===== src/rtl/cordic_pkg.sv =====
// Shared constants and types for the CORDIC sine/cosine engine.
//   ATAN_Q30    : atan(2^-i), i = 0..31, Q2.30
//   K_Q30       : CORDIC gain compensation 0.6072529..., Q2.30
//   PI_Q29      : pi, Q3.29
//   HALF_PI_Q29 : pi/2, Q3.29
//   scale_q30() : re-scales a Q.30 constant to an arbitrary fraction width, rounding to nearest
//   state_t     : controller states
package cordic_pkg;

    typedef enum logic [1:0] {
        S_IDLE,
        S_PREP,
        S_ITER,
        S_DONE
    } state_t;

    localparam logic [31:0] ATAN_Q30 [32] = '{
        32'h3243F6A8, 32'h1DAC6705, 32'h0FADBAFC, 32'h07F56EA6,
        32'h03FEAB76, 32'h01FFD55B, 32'h00FFFAAA, 32'h007FFF55,
        32'h003FFFEA, 32'h001FFFFD, 32'h000FFFFF, 32'h0007FFFF,
        32'h0003FFFF, 32'h0001FFFF, 32'h0000FFFF, 32'h00007FFF,
        32'h00003FFF, 32'h00001FFF, 32'h00000FFF, 32'h000007FF,
        32'h000003FF, 32'h000001FF, 32'h000000FF, 32'h0000007F,
        32'h0000003F, 32'h0000001F, 32'h0000000F, 32'h00000008,
        32'h00000004, 32'h00000002, 32'h00000001, 32'h00000000
    };

    localparam logic [31:0] K_Q30       = 32'h26DD3B6A;
    localparam logic [31:0] PI_Q29      = 32'h6487ED51;
    localparam logic [31:0] HALF_PI_Q29 = 32'h3243F6A9;

    // Zero-extend a 32-bit table word to a signed 64-bit value.
    function automatic longint q30(input logic [31:0] v);
        return longint'({32'h0, v});
    endfunction

    // Re-scale a value with 30 fraction bits to 'frac' fraction bits (round to nearest).
    function automatic longint scale_q30(input longint c, input int unsigned frac);
        if (frac >= 30)
            return c <<< (frac - 30);
        return (c + (longint'(1) <<< (29 - frac))) >>> (30 - frac);
    endfunction

endpackage


===== src/rtl/cordic_atan_rom.sv =====
// Combinational atan(2^-idx) lookup, scaled to the datapath format.
//   idx   : iteration index 0..31
//   value : atan(2^-idx), signed, OUT_W bits with OUT_FRAC fraction bits
module cordic_atan_rom #(
    parameter int OUT_W    = 19,
    parameter int OUT_FRAC = 12
) (
    input  logic [4:0]              idx,
    output logic signed [OUT_W-1:0] value
);
    import cordic_pkg::*;

    always_comb begin
        value = OUT_W'(scale_q30(q30(ATAN_Q30[idx]), OUT_FRAC));
    end

endmodule


===== src/rtl/cordic_sincos.sv =====
// Iterative rotation-mode CORDIC computing cos(X) and sin(X) behind a start/done handshake.
// Optional full-circle range reduction is enabled by defining CORDIC_SINCOS_RANGE_EN;
// without it the angle is clamped to [-pi/2, +pi/2].
//   clk, rst : clock, synchronous active-high reset
//   start    : request, accepted in IDLE or DONE
//   X        : angle in radians, Q(WIDTH-FRAC).FRAC
//   done     : result valid (held)
//   busy     : computation in progress (PREP through last iteration)
//   CosX     : cos(X), same format as X
//   SinX     : sin(X), same format as X
module cordic_sincos #(
    parameter int WIDTH = 16,
    parameter int FRAC  = 10,
    parameter int ITER  = 14,
    parameter int GUARD = 2
) (
    input  logic             clk,
    input  logic             rst,
    input  logic             start,
    input  logic [WIDTH-1:0] X,
    output logic             done,
    output logic             busy,
    output logic [WIDTH-1:0] CosX,
    output logic [WIDTH-1:0] SinX
);
    import cordic_pkg::*;

    localparam int IW = WIDTH + GUARD + 1;
    localparam int IF = FRAC + GUARD;

    localparam logic signed [IW-1:0] K_I   = IW'(scale_q30(q30(K_Q30), IF));
    localparam logic signed [IW-1:0] PI_I  = IW'(scale_q30(q30(PI_Q29) <<< 1, IF));
    localparam logic signed [IW-1:0] HPI_I = IW'(scale_q30(q30(HALF_PI_Q29) <<< 1, IF));

    localparam logic signed [IW+1:0] RND  = (IW+2)'((2 ** GUARD) / 2);
    localparam logic signed [IW+1:0] MAXV = (IW+2)'((longint'(1) <<< (WIDTH - 1)) - 1);
    localparam logic signed [IW+1:0] MINV = -MAXV - 1;

    state_t                 state;
    logic signed [WIDTH-1:0] x_cap;
    logic signed [IW-1:0]   xr, yr, z;
    logic signed [IW-1:0]   x_ext, z_red, atan_i, x_sh, y_sh;
    logic                   neg, neg_red, d;
    logic [5:0]             i;

    assign x_ext = IW'(x_cap) <<< GUARD;

`ifdef CORDIC_SINCOS_RANGE_EN
    logic signed [IW-1:0] x_sat;

    // Saturate to [-pi, pi]; fold the outer quarters back by pi and negate at output.
    always_comb begin
        x_sat = x_ext;
        if (x_ext > PI_I)
            x_sat = PI_I;
        else if (x_ext < -PI_I)
            x_sat = -PI_I;
        z_red   = x_sat;
        neg_red = 1'b0;
        if (x_sat > HPI_I) begin
            z_red   = x_sat - PI_I;
            neg_red = 1'b1;
        end else if (x_sat < -HPI_I) begin
            z_red   = x_sat + PI_I;
            neg_red = 1'b1;
        end
    end
`else
    always_comb begin
        z_red   = x_ext;
        neg_red = 1'b0;
        if (x_ext > HPI_I)
            z_red = HPI_I;
        else if (x_ext < -HPI_I)
            z_red = -HPI_I;
    end
`endif

    cordic_atan_rom #(
        .OUT_W   (IW),
        .OUT_FRAC(IF)
    ) u_atan (
        .idx  (i[4:0]),
        .value(atan_i)
    );

    assign d    = ~z[IW-1];
    assign x_sh = xr >>> i;
    assign y_sh = yr >>> i;

    // Drop guard bits (round half up), apply fold negation, saturate to the output word.
    function automatic logic signed [WIDTH-1:0] finish_out(input logic signed [IW-1:0] v,
                                                           input logic n);
        logic signed [IW+1:0] t;
        t = ((IW+2)'(v) + RND) >>> GUARD;
        if (n)
            t = -t;
        if (t > MAXV)
            return MAXV[WIDTH-1:0];
        if (t < MINV)
            return MINV[WIDTH-1:0];
        return t[WIDTH-1:0];
    endfunction

    always_ff @(posedge clk) begin
        if (rst) begin
            state <= S_IDLE;
            done  <= 1'b0;
            busy  <= 1'b0;
            CosX  <= '0;
            SinX  <= '0;
            i     <= '0;
            x_cap <= '0;
            xr    <= '0;
            yr    <= '0;
            z     <= '0;
            neg   <= 1'b0;
        end else begin
            case (state)
                S_IDLE: begin
                    if (start) begin
                        x_cap <= X;
                        done  <= 1'b0;
                        busy  <= 1'b1;
                        state <= S_PREP;
                    end
                end
                S_PREP: begin
                    xr    <= K_I;
                    yr    <= '0;
                    z     <= z_red;
                    neg   <= neg_red;
                    i     <= '0;
                    state <= S_ITER;
                end
                S_ITER: begin
                    if (d) begin
                        xr <= xr - y_sh;
                        yr <= yr + x_sh;
                        z  <= z - atan_i;
                    end else begin
                        xr <= xr + y_sh;
                        yr <= yr - x_sh;
                        z  <= z + atan_i;
                    end
                    i <= i + 6'd1;
                    if (i == 6'(ITER - 1)) begin
                        busy  <= 1'b0;
                        state <= S_DONE;
                    end
                end
                S_DONE: begin
                    // Results are registered once, on the first DONE cycle (done still low).
                    if (start) begin
                        x_cap <= X;
                        done  <= 1'b0;
                        busy  <= 1'b1;
                        state <= S_PREP;
                    end else if (!done) begin
                        CosX <= finish_out(xr, neg);
                        SinX <= finish_out(yr, neg);
                        done <= 1'b1;
                    end
                end
                default: state <= S_IDLE;
            endcase
        end
    end

endmodule


===== config.mk =====
export PLATFORM = sky130hd
export DESIGN_NAME = cordic_sincos
export DESIGN_NICKNAME = d
export VERILOG_FILES = /design/src/rtl/cordic_pkg.sv /design/src/rtl/cordic_atan_rom.sv /design/src/rtl/cordic_sincos.sv
export SDC_FILE = /design/constraint.sdc
export NUM_CORES = 1
export LEC_CHECK = 0
export CAP_MARGIN = 20
export CORE_ASPECT_RATIO = 0.8
export CORE_MARGIN = 2
export CORE_UTILIZATION = 55
export DETAILED_ROUTE_END_ITERATION = 7
export GPL_TIMING_DRIVEN = 0
export PLACE_DENSITY = 0.74
export SLEW_MARGIN = 20
export SYNTH_ARGS = -nofsm -noshare
export SYNTH_HDL_FRONTEND = slang
export SYNTH_SLANG_ARGS = --single-unit

===== constraint.sdc =====
create_clock -name clk -period 16 [get_ports clk]
set_input_delay 2.4 -clock clk [delete_from_list [all_inputs] [get_ports clk]]
set_output_delay 2.4 -clock clk [all_outputs]
set_load 0.05 [all_outputs]

==> results.py <==
metrics = {
    "sta": {
        "fin_tns_setup_ns": 0,
        "tightest_slew_ns": 1.103,
        "finalHoldViolCount": 0,
        "fmaxAchievable_mhz": 128.6,
        "clock-skew-final_ns": 0.01423,
        "setup_violations": 0,
        "setup_ws_ns": 8.227,
        "min_period_ns": 7.773,
        "max_slew_margin_pct": 26.45,
        "drv_slew": 0,
        "holdWs_ns": 0.4520,
        "rsz0062_at_grt": "no",
        "finalCritPeriodShare_pct": 48.58,
    },
    "global_routing": {
        "antenna_found_initial": 0,
        "grt_pass1_wl_um": 70140,
        "grt_overflow": 0,
        "first_global_vias": 11840,
        "grt_max_degree": 17,
        "track_usage_pct": 41.13,
    },
    "clock_tree": {
        "post_cts_buffers": 0,
        "clockBufferDepth": 2,
        "clkLatencyLatePin_ns": 0.44,
        "root_buffer": "clkbuf_16",
        "cts_tree": "built",
        "cts.clk_slew.worst_paths_ns": 0.07,
        "clock_sinks": 115,
        "ctsHoldBuffers": 0,
        "ctsResizeCount": 0,
        "numCtsBuffers": 17,
        "htree_levels": 4,
    },
    "logic_synthesis": {
        "async_flop_share_pct": 0,
        "netlist_instances": 1548,
        "synth_warnings": 0,
        "synth_top_area_share_pct": 19.48,
        "synth_top_flop_cell": "dfxtp_1",
        "synth_seq_cells": 115,
        "syn_avg_cell_area_um2": 7.634,
        "syn_nets": 1640,
        "yosysTopAreaCell": "dfxtp_1",
        "yosysMostFrequentCell": "nor2_1",
        "synth_edf_count": 0,
        "ys_seq_area_share_pct": 19.48,
        "synth.area.top_cells": "dfxtp_1, ha_1, nor2_1",
        "yosys-top-cells-count": "nor2_1, nand2_1, a21oi_1, dfxtp_1, clkbuf_1",
        "syn_area_mm2": 0.01182,
        "ys_types": 86,
    },
    "setup_path": {
        "rr_worst_depth": 24,
        "critPathMostFrequentCell": "clkbuf_1",
        "slowest_stage": "clkbuf_1",
        "worstPathArrival_ns": 8.10,
        "cp-start-kind": "register",
        "end_kind": "register",
        "path_delay_family": "compound AO/OA/AOI/OAI gates",
        "crit_chain": "clkbuf_1 -> or3_1 -> clkbuf_1 -> clkbuf_1 -> clkbuf_1 -> o22ai_1 -> a221oi_1 -> ha_1 -> a21boi_0 -> nand4_1 -> nor2b_1 -> buf_2 -> nor2_1 -> xnor2_1 -> ha_1 -> and2_1 -> a221oi_1 -> o21ai_0 -> a41oi_1 -> o21a_1 -> nor4_1 -> mux2_2 -> or4b_1 -> o22a_1",
        "path_class": "register to register",
        "crit_fanout": 10,
        "cp_slowest_stage_delay_ns": 0.59,
        "critPathBufInv": 5,
        "crit_required_ns": 16.33,
        "cp_num_cells": 24,
    },
    "pwr": {
        "ir_worst_vdd_mv": 0.1509,
        "p_leak_nw": 5.102,
        "power.density_mw_per_mm2": 198.9,
        "power_w": 0.002636,
    },
    "finish": {
        "design_area_mm2": 0.01325,
        "drive_above_1_share_pct": 7.787,
        "area.growth.synth_to_final_pct": 12.15,
        "fin_nets": 1710,
        "antenna-diode-count": 0,
        "multi_input_area_mm2": 0.008835,
        "seq_area_mm2": 0.002302,
        "num-fill-cells": 1876,
    },
    "floorplanning": {
        "ios": 53,
        "core_area_mm2": 0.02088,
        "die_h_um": 135.1,
        "die_area_mm2": 0.02268,
        "die_x_um": 167.9,
        "start_util_pct": 56.61,
        "rows": 47,
    },
    "job": {
        "drv_cap": 0,
    },
    "place": {
        "placed_cell_area_mm2": 0.01266,
        "place.gp.congestion": 1.014,
        "io_buffers": 51,
        "dp_slack_ns": 8.621,
        "hpwlAfterDp_um": 35570,
    },
    "routing": {
        "drc_errors": 0,
        "vias_per_cell": 6.768,
        "drt-pass1-iter-count": 6,
        "ant_nets": 0,
        "drt_iter0_markers": 1575,
        "vias": 12860,
        "wire_per_inst_um": 24.43,
        "wirelength_um": 46420,
    },
    "hold_path": {
        "hold_depth": 2,
        "hold_class": "register to register",
    },
    "run_status": {
        "status": "finished, final reports clean",
    },
}
metrics by stage:
step	std cells	util [%]
2_1_floorplan	1548	-
3_3_place_gp	1868	60.67
3_5_place_dp	1868	60.67
4_1_cts	1900	63.49
5_1_grt	1900	63.49
6_report	1900	63.49
final timing paths:
check / startpoint / to / slack, ns
setup / recovery: i[4] / xr[18] / 8.23
hold / removal: CosX[15] / CosX[15] / 0.45
setup reg to reg: i[4] / xr[18] / 8.23
hold reg to reg: CosX[15] / CosX[15] / 0.45
sequential cells by signal, summed over array words and instances, names as in the netlist:
register	count
CosX	16
xr	19
SinX	16
busy	1
done	1
z	19
yr	19
state	2
i	6
x_cap	16
layout by cell type (no fill, tap or decap), types with 18 or more instances in the layout:
cell	n
nand2b_1	18
nand3_1	41
o21ai_0	73
nand2_1	158
clkbuf_1	80
nor2_1	180
clkdlybuf4s50_1	51
xnor2_1	71
mux4_2	19
inv_1	29
a21oi_1	122
a21o_1	21
o21a_1	21
ha_1	70
o211ai_1	23
nor3_1	58
xor2_1	38
a31oi_1	23
mux2i_1	35
a211oi_1	32
dfxtp_1	115
cell type report:
cell class              instances  share of cell area [%]
flip-flops and latches        115                   17.37
clock inverters                15                   1.237
clock buffers                  17                   3.210
repair buffers                 51                   3.852
inverters                      34                  0.9629
multi-input cells            1280                   66.66
well taps                     269                   2.539
plain buffers                 119                   4.173
routing by layer:
| metal | share of wire [%] | vias up | track usage [%] |
|---|---|---|---|
| met5 | 0.13 | - | 2.174 |
| met4 | 3.4 | 2 | 14.98 |
| met3 | 16 | 122 | 19.14 |
| met2 | 38 | 883 | 55.26 |
| met1 | 43 | 5997 | 56.75 |
| li1 | - | 5855 | - |
cell families (layout without fill, tap and decap cells):
group / after synthesis / in the layout / synth area share [%]
AO/OA/AOI/OAI: 451 / 451 / 25.29
flip-flops: 115 / 115 / 19.48
XOR/XNOR: 109 / 109 / 8.078
AND/OR/NAND/NOR: 568 / 568 / 22.66
buffers and inverters: 153 / 236 / 5.760
multiplexers: 79 / 79 / 10.81
adder cells (fa/ha/maj): 73 / 73 / 7.920
worst register-to-register path, delay by kind of cell (launching register included):
family | cells | cell delay (ns)
AO/OA/AOI/OAI | 8 | 2.44
AND/OR/NAND/NOR | 7 | 1.49
adder cells (fa/ha/maj) | 2 | 0.64
XOR/XNOR | 1 | 0.27
buffers and inverters | 5 | 2.23
multiplexers | 1 | 0.29
flip-flops | 1 | 0.31
where the power goes:
group / total, W / leakage [nW] / switching (W) / internal [W]
clock: 0.000403 / 0.280 / 0.000181 / 0.000221
combinational: 0.00182 / 3.89 / 0.00114 / 0.000686
sequential: 0.000410 / 0.936 / 0.0000618 / 0.000348
total: 0.00264 / 5.10 / 0.00138 / 0.00126
No activity file was read; power rests on OpenSTA's default activity.
